`src/rtl/axilite_noc_beat_packer.sv`:
```
// rtl/axilite_noc_beat_packer.sv - packs narrow input beats into full-width output lines
module axilite_noc_beat_packer #(
    parameter int DATA_INPUT_WIDTH  = 64,
    parameter int DATA_OUTPUT_WIDTH = 512,
    parameter int RATIO             = DATA_OUTPUT_WIDTH / DATA_INPUT_WIDTH,
    parameter int CW                = $clog2(RATIO) + 1
) (
    input  logic                         clk,
    input  logic                         rst,
    input  logic                         in_valid,
    output logic                         in_ready,
    input  logic [DATA_INPUT_WIDTH-1:0]  in_data,
    input  logic                         in_last,
    output logic                         out_valid,
    input  logic                         out_ready,
    output logic [DATA_OUTPUT_WIDTH-1:0] out_data,
    output logic [CW-1:0]                out_count,
    output logic                         out_last
);

    typedef enum logic {
        FILL = 1'b0,
        HOLD = 1'b1
    } state_t;

    state_t                       state_q;
    logic [CW-1:0]                lane_idx_q;
    logic [CW-1:0]                lane_idx_d;
    logic [DATA_OUTPUT_WIDTH-1:0] line_q;
    logic                         out_valid_q;
    logic [CW-1:0]                out_count_q;
    logic                         out_last_q;
    logic                         beat_acc;
    logic                         line_acc;
    logic                         line_closes;

    // A line in HOLD can be replaced in the same cycle it leaves, so readiness follows out_ready there.
    assign in_ready    = !rst && ((state_q == FILL) || out_ready);
    assign beat_acc    = in_valid && in_ready;
    assign line_acc    = (state_q == HOLD) && out_ready;
    assign lane_idx_d  = lane_idx_q + CW'(1);
    assign line_closes = (lane_idx_d == CW'(RATIO)) || in_last;

    assign out_valid = out_valid_q;
    assign out_data  = line_q;
    assign out_count = out_count_q;
    assign out_last  = out_last_q;

    // Fill/hold sequencer: writes lanes, closes lines, and refills without a bubble on handoff.
    always_ff @(posedge clk or posedge rst) begin
        if (rst) begin
            state_q     <= FILL;
            lane_idx_q  <= '0;
            line_q      <= '0;
            out_valid_q <= 1'b0;
            out_count_q <= '0;
            out_last_q  <= 1'b0;
        end else begin
            case (state_q)
                FILL: begin
                    if (beat_acc) begin
                        line_q[lane_idx_q*DATA_INPUT_WIDTH +: DATA_INPUT_WIDTH] <= in_data;
                        if (line_closes) begin
                            state_q     <= HOLD;
                            out_valid_q <= 1'b1;
                            out_count_q <= lane_idx_d;
                            out_last_q  <= in_last;
                            lane_idx_q  <= '0;
                        end else begin
                            lane_idx_q <= lane_idx_d;
                        end
                    end
                end
                HOLD: begin
                    if (line_acc) begin
                        if (beat_acc) begin
                            // New line starts with this beat in lane 0; the rest must read as zero.
                            line_q <= {{(DATA_OUTPUT_WIDTH-DATA_INPUT_WIDTH){1'b0}}, in_data};
                            if (in_last) begin
                                out_count_q <= CW'(1);
                                out_last_q  <= 1'b1;
                            end else begin
                                state_q     <= FILL;
                                out_valid_q <= 1'b0;
                                out_count_q <= '0;
                                out_last_q  <= 1'b0;
                                lane_idx_q  <= CW'(1);
                            end
                        end else begin
                            state_q     <= FILL;
                            line_q      <= '0;
                            out_valid_q <= 1'b0;
                            out_count_q <= '0;
                            out_last_q  <= 1'b0;
                            lane_idx_q  <= '0;
                        end
                    end
                end
                default: begin
                    state_q <= FILL;
                end
            endcase
        end
    end

endmodule

```
`config.mk`:
```
export PLATFORM = sky130hd
export DESIGN_NAME = axilite_noc_beat_packer
export DESIGN_NICKNAME = d
export VERILOG_FILES = /design/src/rtl/axilite_noc_beat_packer.sv
export SDC_FILE = /design/constraint.sdc
export NUM_CORES = 1
export LEC_CHECK = 0
export CAP_MARGIN = 20
export CORE_AREA = 5 5 225 227
export DETAILED_ROUTE_END_ITERATION = 16
export DIE_AREA = 0 0 230 232
export DONT_BUFFER_PORTS = 1
export PLACE_DENSITY = 0.6
export SETUP_SLACK_MARGIN = 0.2
export SLEW_MARGIN = 20
export SYNTH_ARGS = -nofsm -noshare
export SYNTH_HDL_FRONTEND = slang
export SYNTH_SLANG_ARGS = --single-unit
```
`constraint.sdc`:
```
create_clock -name clk -period 17.9 [get_ports clk]
set_input_delay 1.79 -clock clk [delete_from_list [all_inputs] [get_ports clk]]
set_output_delay 1.79 -clock clk [all_outputs]
set_load 0.02 [all_outputs]
```
==> parameters.txt, run 1 <==
Parameter                              Value

Outcome
  Outcome    completed

Die
  Placeable core region    slightly below 50000 um^2
  Die X-Extent    approximately 230 um
  Starting density of the core    a little over two fifths
  Std cell rows    81
  Die Ht    232 um
  Die area    53400 um^2
  I/O pin count    about 600

STA
  Final Setup Violations    0
  Number of slew-limit violations in the final report    0
  Number of hold violations in the final report    0
  Slew headroom    23.1%
  Ratio of final minimum period to clock period    between 20% and 30%
  Time the worst path needs with I/O delays and setup    slightly above 4 ns
  Transition time at the pin with the least slew margin    approximately 1.1 ns
  Fin Clk Skew    approximately 0.016 ns
  WHS    0.653 ns
  Sum of negative setup slack    0 ns
  Maximum achievable frequency    approximately 0.24 GHz
  Unrepaired setup endpoints after global routing    false

CTS
  CTS Root Buffer Type    sky130_fd_sc_hd__clkbuf_16
  Clock latency at the later pin of the worst-skew pair    0.60 ns
  # resized after CTS    0
  Number of CTS-inserted buffers    54
  Clock H-tree levels    2
  Clock tree from TritonCTS    yes
  Clock buffer depth    3
  Clock-pin slew on the worst setup and hold paths    approximately 0.060 ns
  Number of clock sinks seen by CTS    523
  # hold bufs at CTS    0
  Number of buffers inserted to repair setup after CTS    0

Synthesis
  Register area share after synthesis    about three fifths
  Cell area after technology mapping    21200 um^2
  Top area cells in the synthesized netlist    sky130_fd_sc_hd__dfrtp_1 (62%), sky130_fd_sc_hd__a22o_1 (12%), sky130_fd_sc_hd__o211ai_1 (4.6%), sky130_fd_sc_hd__nand3_1 (3.3%), sky130_fd_sc_hd__o21ai_0 (2.9%)
  Number of warnings printed during yosys synthesis    0
  Share of the synthesized area in the top cell type    between 60 and 70%
  Fraction of the mapped netlist area in simple logic gates    under 10%
  FF+latch count, synth    approximately 520
  Number of flops mapped to enable cells by yosys    0
  Post-Syn Nets    about 1.9k
  Multiplexer fraction of the synthesized cell area    less than 1%
  Avg Inst Size Synth    about 12 um^2
  Post-synthesis share of cell area spent on xor and xnor gates    0.200%
  Synthesized netlist cell count    ~1.8k
  Share of synthesized cell area in full adder, half adder and majority cells    less than 1%
  Leading cell type by number of instances after synthesis    sky130_fd_sc_hd__dfrtp_1
  Unique cell type count in the Yosys netlist    60
  Async S/R FF share, synth    100%
  Synth Area in Compound Gates    between 20% and 30%
  Primary flip-flop cell chosen by synthesis mapping    sky130_fd_sc_hd__dfrtp_1
  Synth top cells by count    sky130_fd_sc_hd__dfrtp_1 (523), sky130_fd_sc_hd__a22o_1 (280), sky130_fd_sc_hd__nand2_1 (149)
  Dominant combinational cell family by area after synthesis    compound AO/OA/AOI/OAI gates
  Cell type with the largest total area after synthesis    sky130_fd_sc_hd__dfrtp_1

Placed design
  Port buffer count    0
  Final HPWL from detailed placement    between 40 and 50 mm
  Global placer's final weighted congestion    0.839

Setup path
  Nature of the critical path endpoint    register
  Largest stage delay on the critical path    between 0.9 and 1 ns
  Critical path, cell by cell    inv_1 -> ha_1 -> inv_2 -> buf_4 -> a31oi_4 -> buf_4 -> a22o_1
  Most Frequent Cell on Critical Path    sky130_fd_sc_hd__buf_4
  Crit start category    register
  Max stage delay cell, worst path    sky130_fd_sc_hd__a31oi_4
  Crit path kind    reg -> reg
  Data arrival time of the worst path    between 4 and 5 ns
  Maximum fanout along the worst path    69
  Worst endpoint required time    18.42 ns
  Reg2Reg Depth    7

Finish
  Layout cells sized above 1    under 10%
  Synth-to-layout area growth    8.87%
  Fillers    about 4.3k
  Nets    between 1.5k and 2k

Detailed routing
  Total length of routed met2 wires    35.6 mm
  Routed metal-1 wire length    30.4 mm
  Total met3 wirelength after detailed routing    between 8 and 9 mm
  Number of nets with antenna violations after detailed routing    0
  Overall via count from detail_route    15.7k
  Number of DRC markers in iteration 0    ~1.4k
  Routed wirelength normalized by instance count    approximately 33 um
  First-pass detailed-route iteration total    5
  Max Used Layer    met4
  Post-detailed-route via-to-cell ratio    around 6.7
  Number of design rule violations left after detail routing    0
  Total Wirelength    around 78 mm

GRT
  Vias in the first global route    between 15k and 20k
  Maximum number of pins on one net before global-route repair    120
  Global-route wire length before repair    approximately 110 mm
  GR Util All Layers    27.9%
  Antenna violations before repair    0
  GR Overflow Total    0

Power
  Leakage power summed over all cells    approximately 11 nW
  PD cells    127 nW/um^2
  Peak VDD IR    0.102 mV

Run
  Count of maximum capacitance violations    0

Hold path
  Worst hold path class    reg -> reg
  Count of cells along the worst hold path    1
critical path: cells and delay by family (launching register included):
kind / cells / cell delay, ns
buffers and inverters: 4 / 1.34
AOI/OAI and AO/OA: 2 / 1.19
adders and majority gates: 1 / 0.68
DFF: 1 / 0.70
report_power, final:
group | leakage [nW] | switching, W | internal (W)
registers | 6.94 | 0.000249 | 0.00128
logic | 2.75 | 0.000208 | 0.0000815
clock network | 0.865 | 0.000470 | 0.000656
total | 10.6 | 0.000927 | 0.00202
layout make-up:
cell class              count  area, um^2  share of cell area [%]
flip-flops and latches    523       13100                    56.6
multi-input cells        1014        6990                    30.2
clock buffers              79        1590                    6.86
well taps                 622         778                    3.36
inverters                  73         282                    1.22
repair buffers             28         214                   0.925
clock inverters            18         186                   0.806
diodes                      1        2.50                  0.0108
layout by cell type (no fill, tap or decap), types with 2 or more instances in the layout:
cell type / netlist / layout
sky130_fd_sc_hd__mux2i_1: 3 / 3
sky130_fd_sc_hd__nor2_1: 9 / 6
sky130_fd_sc_hd__nand3b_1: 4 / 4
sky130_fd_sc_hd__buf_4: 4 / 27
sky130_fd_sc_hd__a32o_1: 20 / 20
sky130_fd_sc_hd__o211ai_1: 130 / 130
sky130_fd_sc_hd__and2_1: 3 / 2
sky130_fd_sc_hd__nor3_1: 4 / 4
sky130_fd_sc_hd__clkinv_2: 0 / 8
sky130_fd_sc_hd__o2111ai_4: 0 / 2
sky130_fd_sc_hd__xnor2_1: 2 / 2
sky130_fd_sc_hd__a22o_1: 280 / 280
sky130_fd_sc_hd__nand2_1: 149 / 148
sky130_fd_sc_hd__inv_1: 71 / 70
sky130_fd_sc_hd__clkbuf_16: 0 / 55
sky130_fd_sc_hd__a21oi_1: 7 / 7
sky130_fd_sc_hd__bufinv_16: 0 / 3
sky130_fd_sc_hd__o31ai_1: 65 / 65
sky130_fd_sc_hd__a211o_1: 2 / 2
sky130_fd_sc_hd__nand2_4: 1 / 2
sky130_fd_sc_hd__inv_2: 1 / 2
sky130_fd_sc_hd__clkbuf_1: 115 / 12
sky130_fd_sc_hd__ha_1: 3 / 3
sky130_fd_sc_hd__clkbuf_8: 0 / 12
sky130_fd_sc_hd__o21ai_0: 123 / 123
sky130_fd_sc_hd__o21ai_4: 0 / 3
sky130_fd_sc_hd__a31oi_1: 2 / 2
sky130_fd_sc_hd__o2bb2ai_1: 19 / 19
sky130_fd_sc_hd__dfrtp_1: 523 / 523
sky130_fd_sc_hd__o21ai_1: 11 / 10
sky130_fd_sc_hd__clkinv_4: 0 / 2
sky130_fd_sc_hd__nand3_1: 138 / 138
sky130_fd_sc_hd__a31oi_4: 1 / 3
sky130_fd_sc_hd__nor2b_1: 2 / 2
sky130_fd_sc_hd__and3_1: 3 / 2
sky130_fd_sc_hd__clkinvlp_4: 0 / 4
sky130_fd_sc_hd__nor2_4: 0 / 4
state kept, by name, indices dropped and copies added, names as in the netlist:
name / flops
lane_idx_q: 4
out_count: 4
out_data: 512
out_last: 1
out_valid: 1
state_q: 1
path summary, 6_finish.rpt:
path / slack, ns / end / startpoint
worst max-delay path: 13.80 / out_data[456] / lane_idx_q[0]
worst min-delay path: 0.65 / out_data[209] / out_data[209]
worst max register to register: 13.80 / out_data[456] / lane_idx_q[0]
worst min register to register: 0.65 / out_data[209] / out_data[209]
max in group asynchronous: 14.27 / out_data[173] / rst
min in group asynchronous: 1.24 / out_data[113] / rst
cell families after synthesis:
family                   after synthesis
adder cells (fa/ha/maj)                3
AO/OA/AOI/OAI                        678
flip-flops                           523
XOR/XNOR                               4
multiplexers                           4
AND/OR/NAND/NOR                      325
buffers and inverters                307
per-layer routing:
layer  global-route usage (%)  vias to the layer above
met1                     36.3                     8243
met4                     8.46                        0
li1                         -                     6440
met3                     11.3                      138
met5                        0                        -
met2                     43.2                      875
through the flow:
step                      total power (W)  utilization, %  instances  setup WS, ns  area (um^2)
final                             0.00295            47.7       2358         13.80        23100
after global routing              0.00307            47.7       2357         13.63        23100
after CTS                         0.00297            47.7       2357         13.84        23100
after detailed placement          0.00184            44.1       2260         13.40        21400
after global placement            0.00183            44.1       2260         13.48        21400
after floorplan                   0.00171               -       1844          1.48        21200
Note: power is estimated with default switching activity, not from simulation.
==> run 2: changes to the inputs <==
CORE_AREA = 5 5 224 226   (was 5 5 225 227)
DIE_AREA = 0 0 229 231   (was 0 0 230 232)
PLACE_DENSITY = 0.62   (was 0.6)
clock period = 3.7 ns   (was 17.9 ns; I/O delays follow)
==> run 2 against run 1 <==
Total power rose to 4.9 times the previous value. Critical path type unchanged. Via count increased by 2.6%. Worst setup slack worse by 13 ns. Register-to-register slack worse by 13 ns. Critical path depth up 1. Non-clock buffer count increased by 89. Clock skew rose by 0.0087 ns.
==> parameters.txt, run 2 (same netlist as run 1, synthesis figures left out) <==
Parameter                              Value

Outcome
  Outcome    completed

Setup path
  Critical path, cell by cell    inv_1 -> ha_1 -> clkinv_2 -> nor2_4 -> buf_4 -> buf_4 -> nand3_1 -> nand3_1
  Maximum fanout along the worst path    between 40 and 50
  Nature of the critical path endpoint    register
  Data arrival time of the worst path    3.58 ns
  Worst reg-to-reg setup slack    around 0.63 ns
  Worst endpoint required time    about 4.2 ns
  Largest stage delay on the critical path    0.61 ns
  Worst Setup SP    lane_idx_q[1]
  FF-to-FF Start    lane_idx_q[1]
  Max stage delay cell, worst path    sky130_fd_sc_hd__ha_1
  End point of the critical path    out_data[137]
  Worst R2R End    out_data[137]
  Reg2Reg Depth    8
  Crit path kind    reg -> reg
  Crit start category    register

STA
  Setup WS post-layout    around 0.63 ns
  Fin Clk Skew    0.0246 ns
  Time the worst path needs with I/O delays and setup    3.07 ns
  Final Setup Violations    0
  Transition time at the pin with the least slew margin    between 0.8 and 0.9 ns
  Sum of negative setup slack    0 ns
  WHS    around 0.042 ns
  Number of hold violations in the final report    0
  Maximum achievable frequency    approximately 0.33 GHz
  Slew headroom    40.9%
  Number of slew-limit violations in the final report    0
  Unrepaired setup endpoints after global routing    false
  Ratio of final minimum period to clock period    between 80% and 90%

Finish
  Footprint of the multi-input gates    between 6000 and 7000 um^2
  Area taken by flip-flops and latches    between 10000 and 15000 um^2
  Largest register FFs    between 500 and 600
  Highest-count cells in the layout ignoring fill and taps    sky130_fd_sc_hd__dfrtp_1 (523), sky130_fd_sc_hd__a22o_1 (280), sky130_fd_sc_hd__nand2_1 (148), sky130_fd_sc_hd__nand3_1 (138), sky130_fd_sc_hd__o211ai_1 (130)
  Fillers    about 4.1k
  Final instance count without filler cells    2447
  Leading cell type in the layout, fill and taps excluded    sky130_fd_sc_hd__dfrtp_1
  Finished Core Util    roughly half
  Nets    1854
  Layout cells sized above 1    slightly below 9%
  Synth-to-layout area growth    13.8%

GRT
  Vias in the first global route    15.8k
  GR Overflow Total    0
  Global-route wire length before repair    between 100 and 150 mm
  GR Util All Layers    ~28%
  Antenna violations before repair    2
  Maximum number of pins on one net before global-route repair    about 100

CTS
  Number of clock sinks seen by CTS    about 520
  Clock-pin slew on the worst setup and hold paths    around 0.06 ns
  Clock H-tree levels    2
  CTS Root Buffer Type    sky130_fd_sc_hd__clkbuf_16
  Clock latency at the later pin of the worst-skew pair    0.60 ns
  Number of CTS-inserted buffers    53
  Clock buffer depth    3
  # hold bufs at CTS    68
  Clock tree from TritonCTS    yes
  Number of buffers inserted to repair setup after CTS    0
  # resized after CTS    0

Run
  Count of maximum capacitance violations    0

Die
  Die X-Extent    between 200 and 250 um
  Placeable core region    roughly 48000 um^2
  I/O pin count    588
  Starting density of the core    roughly 44%
  Die area    roughly 53000 um^2
  Die Ht    231 um
  Std cell rows    slightly above 80

Detailed routing
  First-pass detailed-route iteration total    5
  Number of nets with antenna violations after detailed routing    0
  Routed wirelength normalized by instance count    roughly 32 um
  Number of design rule violations left after detail routing    0
  Overall via count from detail_route    16.1k
  Total Wirelength    around 77 mm
  Post-detailed-route via-to-cell ratio    approximately 6.6
  Number of DRC markers in iteration 0    between 1.5k and 2k

Hold path
  Worst hold path class    in -> reg
  Count of cells along the worst hold path    2

Power
  Fraction of power consumed by the clock network    roughly 38%
  Peak VDD IR    between 0.3 and 0.4 mV
  PD cells    around 600 nW/um^2
  Logic pwr share    11.3%
  Switching Fraction    roughly a third
  Share of power burned in registers    51.2%
  Leakage power summed over all cells    ~11 nW
  Switching pwr    between 0.004 and 0.005 W
  Internal power contribution    0.00985 W

Placed design
  Inst Count DP    2280
  Global placer's final weighted congestion    0.832
  Port buffer count    0
  Final HPWL from detailed placement    about 50 mm
  Worst setup slack before clock tree synthesis    roughly 0.64 ns
run 2: changes by cell type in the layout (fill, tap and decap cells not counted), sizes merged:
cell         previous run  this run
clkinvlp                4         2
dlygate4sd3             0        68
clkinv                 10         8
diode                   1         2
clkbuf                 79        84
buf                    28        49
bufinv                  3         2
inv                    74        73
run 2: final cells by class:
class | instances | share of cell area [%]
inverters | 73 | 1.15
clock buffers | 84 | 6.77
repair buffers | 117 | 5.25
flip-flops and latches | 523 | 54.1
clock inverters | 12 | 0.512
well taps | 622 | 3.22
multi-input cells | 1014 | 28.9
diodes | 2 | 0.0207
run 2: power groups by stage:
stage | combinational, W | sequential, W | clock, W
floorplan | 0.00110 | 0.00720 | 0
global placement | 0.00140 | 0.00748 | 0
detailed placement | 0.00146 | 0.00748 | 0
CTS | 0.00165 | 0.00739 | 0.00548
global route | 0.00184 | 0.00744 | 0.00573
finish | 0.00164 | 0.00740 | 0.00542
run 2: worst min path at each step:
stage	endpoint	slack, ns	from
6_report	out_data[365]	0.04	in_data[45]
5_1_grt	out_data[109]	0.02	in_data[45]
4_1_cts	out_data[365]	0.0006	in_data[45]
3_5_place_dp	out_data[68]	0.36	rst
3_3_place_gp	out_data[68]	0.36	rst
2_1_floorplan	out_data[44]	0.50	in_data[44]
run 2: per-stage QoR:
stage                     power (W)  cell area (um^2)
after CTS                    0.0145             24100
final                        0.0145             24200
after detailed placement    0.00895             21700
after floorplan             0.00830             21200
after global routing         0.0150             24200
after global placement      0.00888             21700
run 2: critical path, delay by kind of cell (launching register included):
family	cells	cell delay, ns
and+or+nand+nor	3	0.49
buffers and inverters	4	1.32
DFF	1	0.50
adders and majority gates	1	0.61
run 2: routing by layer:
metal  vias up  wire, um  global-route usage, %
li1       6655         -                      -
met1      8316     30100                   36.5
met2       971     35600                   43.8
met3       162      9100                   11.2
met4         2      2400                   8.23
met5         -        13                      0
